### config.mk
export PLATFORM = sky130hd
export DESIGN_NAME = cfa_frame_sequencer
export DESIGN_NICKNAME = d
export VERILOG_FILES = /design/src/rtl/cfa_frame_sequencer.sv
export SDC_FILE = /design/constraint.sdc
export NUM_CORES = 1
export LEC_CHECK = 0
export ABC_CLOCK_PERIOD_IN_PS = 6900
export CORE_UTILIZATION = 50
export CTS_CLUSTER_SIZE = 20
export DETAILED_ROUTE_END_ITERATION = 8
export PLACE_DENSITY = 0.79
export SYNTH_ARGS = -nofsm -noshare
export SYNTH_HDL_FRONTEND = slang
export SYNTH_SLANG_ARGS = --single-unit
### constraint.sdc
create_clock -name clk -period 6.9 [get_ports clk]
set_input_delay 0.69 -clock clk [delete_from_list [all_inputs] [get_ports clk]]
set_output_delay 0.69 -clock clk [all_outputs]
set_load 0.005 [all_outputs]
### src/rtl/cfa_frame_sequencer.sv
// Frame-level controller for the CFA demosaic core: accepts and shadows the per-frame
// config, starts the core, counts write strobes to end of frame, drains, and recovers via hold.
module cfa_frame_sequencer #(
  parameter int unsigned rowBitWidth  = 11,
  parameter int unsigned colBitWidth  = 11,
  parameter int unsigned DRAIN_CYCLES = 3,
  parameter int unsigned FLUSH_CYCLES = 4,
  parameter int unsigned WDT_BW       = 20
) (
  input  logic                          clk,
  input  logic                          rst,
  input  logic                          cfg_valid,
  output logic                          cfg_ready,
  input  logic signed [rowBitWidth-1:0] cfg_rowMax,
  input  logic signed [colBitWidth-1:0] cfg_colMax,
  input  logic [1:0]                    cfg_pattern,
  input  logic [49:0]                   cfg_th,
  output logic signed [rowBitWidth-1:0] rowMax,
  output logic signed [colBitWidth-1:0] colMax,
  output logic [1:0]                    patternSelect,
  output logic [49:0]                   th,
  output logic                          core_start,
  output logic                          core_hold,
  input  logic                          wr_strobe,
  input  logic                          abort,
  input  logic                          irq_clear,
  output logic                          busy,
  output logic                          done_irq,
  output logic [2:0]                    status,
  output logic [21:0]                   pix_cnt
);
  typedef enum logic [2:0] {
    S_IDLE, S_LOAD, S_START, S_RUN, S_DRAIN, S_DONE, S_FLUSH
  } state_t;

  localparam int unsigned CNT_MAX = (DRAIN_CYCLES > FLUSH_CYCLES) ? DRAIN_CYCLES : FLUSH_CYCLES;
  localparam int unsigned CNT_W   = $clog2(CNT_MAX + 1);
  localparam logic [CNT_W-1:0]  DRAIN_LAST = CNT_W'(DRAIN_CYCLES - 1);
  localparam logic [CNT_W-1:0]  FLUSH_LAST = CNT_W'(FLUSH_CYCLES - 1);
  localparam logic [WDT_BW-1:0] WDT_LAST   = {{(WDT_BW-1){1'b1}}, 1'b0};

  state_t                        r_state, w_next;
  logic [CNT_W-1:0]              r_cnt;
  logic [WDT_BW-1:0]             r_wdt;
  logic [21:0]                   r_total, r_pix;
  logic [2:0]                    r_status;
  logic                          r_irq;
  logic signed [rowBitWidth-1:0] r_rowMax;
  logic signed [colBitWidth-1:0] r_colMax;
  logic [1:0]                    r_pattern;
  logic [49:0]                   r_th;

  logic        w_cfg_bad, w_accept, w_cfg_err, w_pix_inc, w_set_irq, w_set_abort, w_set_tmo;
  logic [21:0] w_rows, w_cols;

  assign w_cfg_bad = cfg_rowMax[rowBitWidth-1] || (cfg_rowMax == '0) ||
                     cfg_colMax[colBitWidth-1] || (cfg_colMax == '0);
  assign w_rows    = 22'($unsigned(r_rowMax)) + 22'd1;
  assign w_cols    = 22'($unsigned(r_colMax)) + 22'd1;

  always_ff @(posedge clk or posedge rst) begin
    if (rst) r_state <= S_IDLE;
    else     r_state <= w_next;
  end

  always_comb begin
    w_next      = r_state;
    w_accept    = 1'b0;
    w_cfg_err   = 1'b0;
    w_pix_inc   = 1'b0;
    w_set_irq   = 1'b0;
    w_set_abort = 1'b0;
    w_set_tmo   = 1'b0;
    cfg_ready   = 1'b0;
    busy        = 1'b1;
    core_start  = 1'b0;
    core_hold   = 1'b0;
    unique case (r_state)
      S_IDLE, S_DONE: begin
        cfg_ready = 1'b1;
        busy      = 1'b0;
        if (cfg_valid) begin
          if (w_cfg_bad) begin
            w_cfg_err = 1'b1;
            w_set_irq = 1'b1;
          end else begin
            w_accept = 1'b1;
            w_next   = S_LOAD;
          end
        end
      end
      S_LOAD:  w_next = S_START;
      S_START: begin
        core_start = 1'b1;
        w_next     = S_RUN;
      end
      S_RUN: begin
        if (wr_strobe) begin
          if (r_pix != r_total) w_pix_inc = 1'b1;
          if (r_pix + 22'd1 == r_total) w_next = S_DRAIN;
        end else if (r_wdt == WDT_LAST) begin
          w_set_tmo = 1'b1;
          w_next    = S_FLUSH;
        end
      end
      S_DRAIN: begin
        if (r_cnt == DRAIN_LAST) begin
          w_next    = S_DONE;
          w_set_irq = 1'b1;
        end
      end
      S_FLUSH: begin
        core_hold = 1'b1;
        if (r_cnt == FLUSH_LAST) begin
          w_next    = S_IDLE;
          w_set_irq = 1'b1;
        end
      end
      default: w_next = S_IDLE;
    endcase
    // Abort overrides every other transition but leaves the strobe count update intact.
    if (abort && (r_state inside {S_LOAD, S_START, S_RUN, S_DRAIN})) begin
      w_set_abort = 1'b1;
      w_set_tmo   = 1'b0;
      w_set_irq   = 1'b0;
      w_next      = S_FLUSH;
    end
  end

  always_ff @(posedge clk or posedge rst) begin
    if (rst) begin
      r_cnt     <= '0;
      r_wdt     <= '0;
      r_total   <= '0;
      r_pix     <= '0;
      r_status  <= '0;
      r_irq     <= 1'b0;
      r_rowMax  <= '0;
      r_colMax  <= '0;
      r_pattern <= '0;
      r_th      <= '0;
    end else begin
      if (w_next != r_state)                      r_cnt <= '0;
      else if (r_state inside {S_DRAIN, S_FLUSH}) r_cnt <= r_cnt + 1'b1;

      if (r_state == S_RUN && !wr_strobe) r_wdt <= r_wdt + 1'b1;
      else                                r_wdt <= '0;

      if (r_state == S_LOAD) r_total <= w_rows * w_cols;

      if (w_accept) begin
        r_rowMax  <= cfg_rowMax;
        r_colMax  <= cfg_colMax;
        r_pattern <= cfg_pattern;
        r_th      <= cfg_th;
        r_status  <= '0;
        r_pix     <= '0;
      end else begin
        if (w_cfg_err)   r_status[0] <= 1'b1;
        if (w_set_abort) r_status[1] <= 1'b1;
        if (w_set_tmo)   r_status[2] <= 1'b1;
        if (w_pix_inc)   r_pix       <= r_pix + 22'd1;
      end

      if (w_set_irq)      r_irq <= 1'b1;
      else if (irq_clear) r_irq <= 1'b0;
    end
  end

  assign rowMax        = r_rowMax;
  assign colMax        = r_colMax;
  assign patternSelect = r_pattern;
  assign th            = r_th;
  assign done_irq      = r_irq;
  assign status        = r_status;
  assign pix_cnt       = r_pix;

endmodule

==> flow_summary.yaml <==
floorplanning:
  ios: 184
  rows: 56
  die_x_um: 157.3
  fp.dieH_um: 157.3
  core_um2: 23540
  start_util_pct: 51.21
  die_area_um2: 24740
grt:
  grt.total_usage_pct: 26.59
  grt-ovfl-total: 0
  grt_pass1_vias: 10490
  grt_pass1_wl_mm: 51.45
  antenna_found_initial: 0
  grt_max_degree: 99
run:
  max-cap-violations: 0
timing:
  fmax_mhz: 152.7
  setup_viol: 0
  worst_pin_slew_ps: 1113
  worst_slack_ps: 351.7
  hold_ws_ps: 473.3
  final_max_slew_viol_count: 0
  period_share_pct: 94.90
  tns_ps: 0
  fin_skew_ps: 14.86
  rsz0062_at_grt: "no"
  relSlewSlack_pct: 25.65
  period_needed_ps: 6548
  hold_violations: 0
hold_path:
  min_path_type: "reg -> reg"
logic_synthesis:
  synth.distinct_cells: 66
  synthFlopType: "dfrtp_1"
  seq_area_frac_synth_pct: 30.72
  synth_fp_nets: 1659
  async_flop_share_pct: 100.0
  synth_top_area_share_pct: 30.72
  mappedNetlistArea_um2: 12060
  synth_edf_count: 0
  synth.largest_area_cell: "dfrtp_1"
  post_synth.cell_area_avg_um2: 8.497
  synth_area_leaders: "dfrtp_1 (31%), fa_1 (16%), nand2_1 (11%), ha_1 (6.3%), inv_1 (4.4%)"
  syn_inst: 1419
  synth_seq_cells: 148
  yosys_warnings: 0
drt:
  wl_met2_mm: 15.32
  highest_layer: "met4"
  drc: 0
  routedWlPerCell_um: 16.16
  routed_via_density: 5.407
  dr.pass1.iters: 6
  vias: 10330
  ant_nets: 0
  drt-met1-wl_mm: 12.79
  wirelength_mm: 30.89
  wl_met3_mm: 2.058
  first_iter_violations: 771
clock_tree:
  cts_buffers: 17
  cts-root-buf: "clkbuf_16"
  path_clk_slew_ps: 70
  post_cts_buffers: 0
  cts.sinks: 148
  clk_latency_ps: 430
  ctsHtreeMaxLevel: 4
  cts.path.max_buffers: 2
  cts_tree: "yes"
setup_path:
  cpPeakStageDelay_ps: 590
  cp_common_cell: "fa_1"
  worst-path-buf-inv: 4
  path_cells: "buf_4 -> and2_1 -> and2_1 -> nand3_1 -> xnor2_1 -> nand2_1 -> fa_1 -> fa_1 -> inv_1 -> fa_1 -> fa_1 -> inv_1 -> fa_1 -> inv_1 -> ha_1 -> and3_1 -> a21oi_1 -> o311ai_0 -> a311oi_1 -> or3_1"
  cp_max_fo: 15
  arrival_ps: 6850
  critPathCaptureType: "flop"
  critical_path_class: "reg -> reg"
  critPathLaunchType: "flop"
  crit_path_top_delay_cell: "o311ai_0"
  cp_top_family: "adder cells"
  cp_data_required_time_ps: 7200
power:
  seqPwrFrac_pct: 21.1
  power.net_switching_mw: 3.290
  intPower_mw: 3.676
  irDropWorstVdd_mv: 0.3655
  clkPwrFrac_pct: 13.4
  p_per_area_nw_per_um2: 471.0
  p_leak_nw: 7.038
  power_frac_comb_pct: 65.5
  swShare_pct: 47.23
  power_mw: 6.966
final_layout:
  mostFrequentLayoutCells: "nand2_1 (350), clkdlybuf4s50_1 (183), dfrtp_1 (148)"
  final_util_pct: 62.82
  area_growth_pct: 22.67
  layout.nets: 1819
  layout-drive-gt1-share_pct: 4.523
  diodes: 0
  final_common_cell: "nand2_1"
placed_design:
  portBuffers: 183
  post-place-ws_ps: 362.6
  hpwl_mm: 23.63
  gp_congestion: 0.9197
run_status:
  status: "finished, final reports clean"
-- path summary, 6_finish.rpt --
kind                             startpoint          endpoint  slack [ps]  depth (start not counted)
setup / recovery                  rowMax[0]       r_total[20]         350                         20
hold / removal             patternSelect[1]  patternSelect[1]         470                          2
setup reg to reg                  rowMax[0]       r_total[20]         350                         20
hold reg to reg            patternSelect[1]  patternSelect[1]         470                          2
max in group asynchronous               rst        pix_cnt[8]        4870                          3
min in group asynchronous               rst            th[16]         820                          2
-- Yosys cell counts, types with 15 or more instances --
master	n
nand2_1	350
dfrtp_1	148
inv_1	140
nor2_1	110
fa_1	99
ha_1	61
clkbuf_1	53
xor2_1	51
xnor2_1	44
a21oi_1	39
nand3_1	29
o21ai_1	26
or3_1	25
and2_1	24
o21ai_0	23
nand2b_1	20
nand4_1	17
and3_1	15
nor3_1	15
-- per-layer routing --
metal / global-route usage, % / vias up
li1: - / 4881
met1: 32.85 / 5023
met2: 45.87 / 373
met3: 6.250 / 55
met4: 8.322 / 0
met5: 0 / -
-- power by group through the flow --
| stage | registers [mW] | clock network [mW] | logic [mW] |
|---|---|---|---|
| after CTS | 1.47 | 0.944 | 4.58 |
| after global routing | 1.51 | 0.985 | 5.15 |
| final | 1.47 | 0.933 | 4.56 |
| after detailed placement | 1.48 | 0 | 4.55 |
| after global placement | 1.46 | 0 | 4.41 |
| after floorplan | 1.39 | 0 | 3.08 |
-- worst min-delay path: cells and delay by family, from the launching register on --
kind	cells	cell delay, ps
DFF	1	340
and+or+nand+nor	2	100
-- area by class of cell --
| type | instances | area, um2 |
|---|---|---|
| clock buffer | 19 | 442.9 |
| multi-input combinational | 1067 | 7582 |
| inverter | 141 | 534.3 |
| sequential | 148 | 3704 |
| clock inverter | 13 | 137.6 |
| tap | 319 | 399.1 |
| fill | 2021 | 8753 |
| timing repair buffer | 204 | 1989 |
-- metrics by stage --
stage                     std cells  instance area (um2)
after detailed placement       1879                14200
after floorplan                1419                12060
after CTS                      1911                14780
after global placement         1879                14200
after global routing           1911                14790
final                          1911                14790
-- repair_timing --
item | in CTS | in global routing
hold buffers | 0 | 0
setup endpoints to repair | 0 | 2
resized for setup | 0 | 2
-- logic make-up (layout without fill, tap and decap cells) --
| kind of cell | count (synthesis) | count (layout) | synth area share [%] |
|---|---|---|---|
| adders and majority gates | 160 | 160 | 22.77 |
| muxes | 3 | 3 | 0.2594 |
| DFF | 148 | 148 | 30.72 |
| xor gates and xnor gates | 97 | 97 | 7.223 |
| AOI/OAI and AO/OA | 145 | 145 | 7.545 |
| and+or+nand+nor | 662 | 662 | 24.92 |
| buffers and inverters | 204 | 377 | 6.569 |
-- sequential cells by signal (all words and copies together), names as in the netlist --
register,cells
r_cnt,3
patternSelect,2
r_wdt,20
pix_cnt,22
status,3
done_irq,1
th,50
colMax,11
rowMax,11
r_state,3
r_total,22
Power figures use the tool's default switching activity.
